--- src/rtl/register_file_mp_if.sv ---
// Port bundle for register_file_mp: write port, packed read ports, pending-load
// scoreboard and clear-engine control/status.
interface register_file_mp_if #(
    parameter int unsigned N        = 32,
    parameter int unsigned DEPTH    = 32,
    parameter int unsigned RD_PORTS = 2
);
    localparam int unsigned A = $clog2(DEPTH);

    logic                  wr_ena;
    logic [A-1:0]          wr_addr;
    logic [N-1:0]          wr_data;
    logic [RD_PORTS*A-1:0] rd_addr;
    logic [RD_PORTS*N-1:0] rd_data;
    logic [RD_PORTS-1:0]   rd_pending;
    logic                  pend_set;
    logic [A-1:0]          pend_addr;
    logic                  clr_req;
    logic                  clr_busy;
    logic                  clr_done;
    logic                  wr_drop;

    modport master (
        output wr_ena, wr_addr, wr_data, rd_addr, pend_set, pend_addr, clr_req,
        input  rd_data, rd_pending, clr_busy, clr_done, wr_drop
    );

    modport slave (
        input  wr_ena, wr_addr, wr_data, rd_addr, pend_set, pend_addr, clr_req,
        output rd_data, rd_pending, clr_busy, clr_done, wr_drop
    );
endinterface

--- src/rtl/register_file_mp.sv ---
// Parametrised multi-port register file with write-to-read bypass, a pending-load
// scoreboard and a sequential clear engine that zeroes one entry per cycle.
module register_file_mp #(
    parameter int unsigned N        = 32,
    parameter int unsigned DEPTH    = 32,
    parameter int unsigned RD_PORTS = 2,
    parameter bit          ZERO_REG = 1'b1,
    parameter bit          BYPASS   = 1'b1
) (
    input logic               clk,
    input logic               rst,
    register_file_mp_if.slave bus
);
    localparam int unsigned A  = $clog2(DEPTH);
    // One extra counter bit so DEPTH == 2**A does not wrap before termination.
    localparam int unsigned CW = A + 1;
    localparam logic [CW-1:0] DepthW = CW'(DEPTH);
    localparam logic [CW-1:0] LastW  = CW'(DEPTH - 1);
    localparam logic [CW-1:0] StartW = ZERO_REG ? CW'(1) : CW'(0);

    typedef enum logic [1:0] {StIdle, StClear, StDone} state_e;

    logic [N-1:0]     mem_q [DEPTH];
    logic [N-1:0]     mem_d [DEPTH];
    logic [DEPTH-1:0] pend_q, pend_d;
    state_e           state_q, state_d;
    logic [CW-1:0]    cnt_q, cnt_d;
    logic             clr_busy_q, clr_busy_d;
    logic             clr_done_q, clr_done_d;
    logic             wr_drop_q, wr_drop_d;

    logic             sweep;
    logic             wr_acc;
    logic             pend_ok;
    logic [A-1:0]     cnt_idx;

    function automatic logic in_range(input logic [A-1:0] a);
        return {1'b0, a} < DepthW;
    endfunction

    function automatic logic is_zero(input logic [A-1:0] a);
        return ZERO_REG && (a == '0);
    endfunction

    assign sweep   = (state_q == StClear);
    assign cnt_idx = cnt_q[A-1:0];
    assign wr_acc  = bus.wr_ena && !sweep && in_range(bus.wr_addr) && !is_zero(bus.wr_addr);
    assign pend_ok = bus.pend_set && in_range(bus.pend_addr) && !is_zero(bus.pend_addr) &&
                     !(sweep && (bus.pend_addr == cnt_idx));

    always_comb begin
        mem_d      = mem_q;
        pend_d     = pend_q;
        state_d    = state_q;
        cnt_d      = cnt_q;
        clr_done_d = 1'b0;
        wr_drop_d  = bus.wr_ena && sweep;

        if (wr_acc) begin
            mem_d[bus.wr_addr]  = bus.wr_data;
            pend_d[bus.wr_addr] = 1'b0;
        end
        // Set after clear: a newer load outstanding beats the writeback.
        if (pend_ok) begin
            pend_d[bus.pend_addr] = 1'b1;
        end

        unique case (state_q)
            StIdle: begin
                if (bus.clr_req) begin
                    state_d = StClear;
                    cnt_d   = StartW;
                end
            end
            StClear: begin
                mem_d[cnt_idx]  = '0;
                pend_d[cnt_idx] = 1'b0;
                cnt_d           = cnt_q + 1'b1;
                if (cnt_q == LastW) begin
                    state_d    = StDone;
                    clr_done_d = 1'b1;
                end
            end
            StDone:  state_d = StIdle;
            default: state_d = StIdle;
        endcase

        clr_busy_d = (state_d == StClear);
    end

    always_ff @(posedge clk or posedge rst) begin
        if (rst) begin
            mem_q      <= '{default: '0};
            pend_q     <= '0;
            state_q    <= StIdle;
            cnt_q      <= '0;
            clr_busy_q <= 1'b0;
            clr_done_q <= 1'b0;
            wr_drop_q  <= 1'b0;
        end else begin
            mem_q      <= mem_d;
            pend_q     <= pend_d;
            state_q    <= state_d;
            cnt_q      <= cnt_d;
            clr_busy_q <= clr_busy_d;
            clr_done_q <= clr_done_d;
            wr_drop_q  <= wr_drop_d;
        end
    end

    logic [RD_PORTS*N-1:0] rd_data;
    logic [RD_PORTS-1:0]   rd_pend;
    logic [A-1:0]          ra;

    always_comb begin
        rd_data = '0;
        rd_pend = '0;
        ra      = '0;
        for (int p = 0; p < RD_PORTS; p++) begin
            ra = bus.rd_addr[p*A +: A];
            if (in_range(ra) && !is_zero(ra)) begin
                rd_pend[p] = pend_q[ra];
                if (BYPASS && wr_acc && (bus.wr_addr == ra)) begin
                    rd_data[p*N +: N] = bus.wr_data;
                end else begin
                    rd_data[p*N +: N] = mem_q[ra];
                end
            end
        end
    end

    assign bus.rd_data    = rd_data;
    assign bus.rd_pending = rd_pend;
    assign bus.clr_busy   = clr_busy_q;
    assign bus.clr_done   = clr_done_q;
    assign bus.wr_drop    = wr_drop_q;
endmodule

--- src/flat_wrapper.sv ---
// flat-port wrapper written by rule: the top's interface ports become plain ports
module register_file_mp_flat 
#(
    parameter int unsigned N        = 32,
    parameter int unsigned DEPTH    = 32,
    parameter int unsigned RD_PORTS = 2,
    parameter bit          ZERO_REG = 1'b1,
    parameter bit          BYPASS   = 1'b1
)
  (clk, rst, bus_wr_ena, bus_wr_addr, bus_wr_data, bus_rd_addr, bus_pend_set, bus_pend_addr, bus_clr_req, bus_rd_data, bus_rd_pending, bus_clr_busy, bus_clr_done, bus_wr_drop);
  register_file_mp_if #(.N(N), .DEPTH(DEPTH), .RD_PORTS(RD_PORTS)) bus_i ();
  input logic clk;
  input logic rst;
  input wire logic [$bits(bus_i.wr_ena)-1:0] bus_wr_ena;
  input wire logic [$bits(bus_i.wr_addr)-1:0] bus_wr_addr;
  input wire logic [$bits(bus_i.wr_data)-1:0] bus_wr_data;
  input wire logic [$bits(bus_i.rd_addr)-1:0] bus_rd_addr;
  input wire logic [$bits(bus_i.pend_set)-1:0] bus_pend_set;
  input wire logic [$bits(bus_i.pend_addr)-1:0] bus_pend_addr;
  input wire logic [$bits(bus_i.clr_req)-1:0] bus_clr_req;
  output wire logic [$bits(bus_i.rd_data)-1:0] bus_rd_data;
  output wire logic [$bits(bus_i.rd_pending)-1:0] bus_rd_pending;
  output wire logic [$bits(bus_i.clr_busy)-1:0] bus_clr_busy;
  output wire logic [$bits(bus_i.clr_done)-1:0] bus_clr_done;
  output wire logic [$bits(bus_i.wr_drop)-1:0] bus_wr_drop;
  assign bus_i.wr_ena = bus_wr_ena;
  assign bus_i.wr_addr = bus_wr_addr;
  assign bus_i.wr_data = bus_wr_data;
  assign bus_i.rd_addr = bus_rd_addr;
  assign bus_i.pend_set = bus_pend_set;
  assign bus_i.pend_addr = bus_pend_addr;
  assign bus_i.clr_req = bus_clr_req;
  assign bus_rd_data = bus_i.rd_data;
  assign bus_rd_pending = bus_i.rd_pending;
  assign bus_clr_busy = bus_i.clr_busy;
  assign bus_clr_done = bus_i.clr_done;
  assign bus_wr_drop = bus_i.wr_drop;
  register_file_mp #(.N(N), .DEPTH(DEPTH), .RD_PORTS(RD_PORTS), .ZERO_REG(ZERO_REG), .BYPASS(BYPASS)) u_core (.clk(clk), .rst(rst), .bus(bus_i));
endmodule
--- config.mk ---
export PLATFORM = sky130hd
export DESIGN_NAME = register_file_mp_flat
export DESIGN_NICKNAME = d
export VERILOG_FILES = /design/src/rtl/register_file_mp_if.sv /design/src/rtl/register_file_mp.sv /design/src/flat_wrapper.sv
export SDC_FILE = /design/constraint.sdc
export NUM_CORES = 2
export LEC_CHECK = 0
export BUFFER_PORTS_ARGS = -buffer_cell sky130_fd_sc_hd__buf_2
export CAP_MARGIN = 0
export CORE_ASPECT_RATIO = 1.4
export CORE_MARGIN = 2
export CORE_UTILIZATION = 50
export DETAILED_ROUTE_END_ITERATION = 6
export GPL_TIMING_DRIVEN = 0
export HOLD_SLACK_MARGIN = 0.03
export PLACE_DENSITY_LB_ADDON = 0.05
export SLEW_MARGIN = 25
export SYNTH_ARGS = -nofsm -noshare
export SYNTH_HDL_FRONTEND = slang
export SYNTH_SLANG_ARGS = --single-unit
export TNS_END_PERCENT = 20
--- constraint.sdc ---
create_clock -name clk -period 49.8 [get_ports clk]
set_input_delay 9.96 -clock clk [delete_from_list [all_inputs] [get_ports clk]]
set_output_delay 9.96 -clock clk [all_outputs]
set_load 0.03 [all_outputs]
==> flow_summary.json <==
{
  "cts_hold_buf": 0,
  "cp_top_family": "buffers and inverters",
  "post_cts.resized_instances": 0,
  "syn_area_um2": 61310,
  "yosys.area.top_type": "dfrtp_1",
  "dpl-instance-area_um2": 64440,
  "nFillCells": 11340,
  "grt_pass1_vias": 56610,
  "final_nets": 6905,
  "synth_top_area_share": 0.4355,
  "tritoncts": "done",
  "p_leak_nw": 28.79,
  "grt_pass1_wl_mm": 466.1,
  "cap_violations": 0,
  "die_w_um": 300.0,
  "viasPerCell": 6.997,
  "avgSynthCellArea_um2": 9.265,
  "violations": "design-rule violations",
  "status": "complete, but fails checks",
  "coreArea_um2": 122100,
  "wl_per_cell_um": 40.65,
  "antenna_found_initial": 36,
  "worst_ep_arrival_time_ps": 14180,
  "gp_congestion": 1.141,
  "die_h_um": 418.3,
  "worstMarginPinSlew_ps": 1298,
  "p_per_area_nw_per_um2": 37.49,
  "clk_pin_slew_ps": 60,
  "ys_seq_elements": 1067,
  "die-area_um2": 125500,
  "io_pins": 126,
  "maxSlewViolCount": 0,
  "worstPathCellList": "buf_2 -> buf_4 -> buf_2 -> buf_2 -> clkbuf_1 -> nor2_1 -> a2111oi_2 -> a2111oi_1 -> a21oi_1 -> buf_2",
  "vias": 60020,
  "rsz0062_at_grt": "false",
  "clock_latency_ps": 830,
  "synth_ff_type": "dfrtp_1",
  "cts.sinks": 1067,
  "fmax_mhz": 41.42,
  "areaGrowthSynthToFinish_pct": 11.39,
  "grt_max_degree": 96,
  "ys_types": 80,
  "rows": 152,
  "initial_utilization": 0.5022,
  "timing.final.crit_share": 0.4848,
  "hold_class": "reg -> reg",
  "synth_warnings": 0,
  "worstSetupEndpointType": "output pin",
  "yosysSeqAreaShare": 0.4355,
  "synth-edff-count": 0,
  "synth_most_common_cell": "nand2_1",
  "ys_top_cells_by_area": "dfrtp_1, nand2_1, mux4_2",
  "synthTopCellsByCount": "nand2_1, a21oi_1, dfrtp_1, clkbuf_1, mux2i_1",
  "placed_cells": 8345,
  "setup_viol": 0,
  "h-tree-depth": 3,
  "netlist_instances": 6618,
  "instances_no_fill": 8578,
  "async_flop_share": 1.000,
  "drc": 3,
  "io_buffer_count": 85,
  "hold_viol": 0,
  "final.setup_skew_ps": 50.50,
  "fin_crit_ps": 24140,
  "dpl.hpwl_mm": 265.6,
  "cp-start-kind": "input pin",
  "drtIter0Drc": 9498,
  "cts_buffer_depth": 3,
  "cts_made_buffers": 114,
  "grt_overflow": 0,
  "relSlewSlack": 0.1347,
  "ir_drop_v": 0.00003278,
  "track_usage": 0.5497,
  "cp.required_ps": 39840,
  "worst_path_most_repeated_cell": "buf_2",
  "fin_area_um2": 68300,
  "drt_first_pass_iters": 7,
  "cpMaxStageDelayCell": "clkbuf_1",
  "drt_wl_total_mm": 348.7,
  "finalPower_mw": 2.560,
  "path_class": "in -> out",
  "cts_setup_buffers": 0,
  "crit_fanout": 10,
  "synth_nets": 6679,
  "worst-path-buf-inv": 6,
  "worst_path_largest_cell_delay_ps": 730,
  "root_buffer": "clkbuf_16",
  "drive_gt1_frac": 0.1460,
  "postRouteAntennaNets": 0
}
==> metrics by stage <==
stage / util / setup slack, ps / hold WS, ps / TNS (ps)
3_5_place_dp: 0.5278 / 26030 / 494.6 / 0
2_1_floorplan: - / 9804 / 466.6 / 0
5_1_grt: 0.5588 / 26000 / 527.1 / 0
3_3_place_gp: 0.5222 / -3760 / 487.9 / -3717430
4_1_cts: 0.5583 / 26010 / 514.1 / 0
6_report: 0.5594 / 25660 / 515.1 / 0
==> routing by layer <==
metal	up-vias	track usage	routed length, um
met5	-	0.008587	516
met4	39	0.5132	40350
met3	1743	0.2694	51200
met2	5081	0.7651	142900
met1	29360	0.6091	113700
li1	23790	-	-
==> area by class of cell <==
type / count / area [um^2] / share of cell area
inverter: 13 / 56.30 / 0.0008244
timing repair buffer: 110 / 964.7 / 0.01412
multi-input combinational: 4855 / 31400 / 0.4598
sequential: 1067 / 26700 / 0.3909
clock inverter: 38 / 464.2 / 0.006797
antenna: 28 / 70.07 / 0.001026
tap: 1617 / 2023 / 0.02962
clock buffer: 167 / 3262 / 0.04776
buffer: 683 / 3354 / 0.04912
==> kinds of logic (layout without fill, tap and decap cells) <==
| group | Yosys count | count (layout) | share of synthesized area |
|---|---|---|---|
| AOI/OAI and AO/OA | 1679 | 1679 | 0.1656 |
| xor gates and xnor gates | 15 | 15 | 0.002143 |
| adders and majority gates | 4 | 4 | 0.0008163 |
| buffers and inverters | 696 | 1011 | 0.05449 |
| DFF | 1067 | 1067 | 0.4355 |
| muxes | 749 | 749 | 0.1834 |
| other | 0 | 28 | 0 |
| and+or+nand+nor | 2408 | 2408 | 0.1581 |
==> path summary, 6_finish.rpt <==
check                                              end  cells past startpoint  slack [ps]                         from
min in group asynchronous   u_core.mem_q[59]$_DFF_PP0_                      2        9260                          rst
max in group asynchronous  u_core.mem_q[520]$_DFF_PP0_                      6       38300                          rst
min reg2reg                u_core.mem_q[998]$_DFF_PP0_                      1         520  u_core.mem_q[998]$_DFF_PP0_
max                                    bus_rd_data[60]                     10       25660               bus_rd_addr[6]
max reg2reg                u_core.mem_q[523]$_DFF_PP0_                      6       46220  u_core.state_q[1]$_DFF_PP0_
min                        u_core.mem_q[998]$_DFF_PP0_                      1         520  u_core.mem_q[998]$_DFF_PP0_
==> power breakdown <==
part / switching (mW) / leakage (nW) / internal, mW
Combinational: 0.420 / 12.2 / 0.190
Sequential: 0.0896 / 14.8 / 0.964
Clock: 0.407 / 1.82 / 0.491
Total: 0.916 / 28.8 / 1.64
==> layout by cell type (no fill, tap or decap), drive strengths merged, types with 22 or more instances in the layout <==
| master | count |
|---|---|
| o21bai | 34 |
| dfrtp | 1067 |
| mux2i | 401 |
| nor2b | 32 |
| a2111oi | 23 |
| a211oi | 41 |
| o22ai | 52 |
| buf | 370 |
| a221oi | 113 |
| a221o | 22 |
| a21oi | 1073 |
| nor3b | 31 |
| mux2 | 54 |
| mux4 | 294 |
| a22oi | 75 |
| clkbuf | 590 |
| nor2 | 143 |
| o221ai | 37 |
| and2 | 37 |
| diode | 28 |
| o31ai | 23 |
| o21ai | 60 |
| nand2 | 2055 |
| a211o | 27 |
==> registers in the layout (all words and copies together), names as in the netlist <==
name and count:
u_core.pend_q 32, u_core.state_q 2, u_core.mem_q 1024, u_core.bus.clr_busy 1, u_core.bus.wr_drop 1, u_core.bus.clr_done 1
u_core.cnt_q 6
==> worst register-to-register path, stage by stage (launching register included) <==
cell and delay, ps:
dfrtp_1 460, and2b_1 320, buf_2 310, nand2_1 550, nor2_1 1050, clkbuf_1 650
a21oi_1 110
No activity file was read; power rests on OpenSTA's default activity.
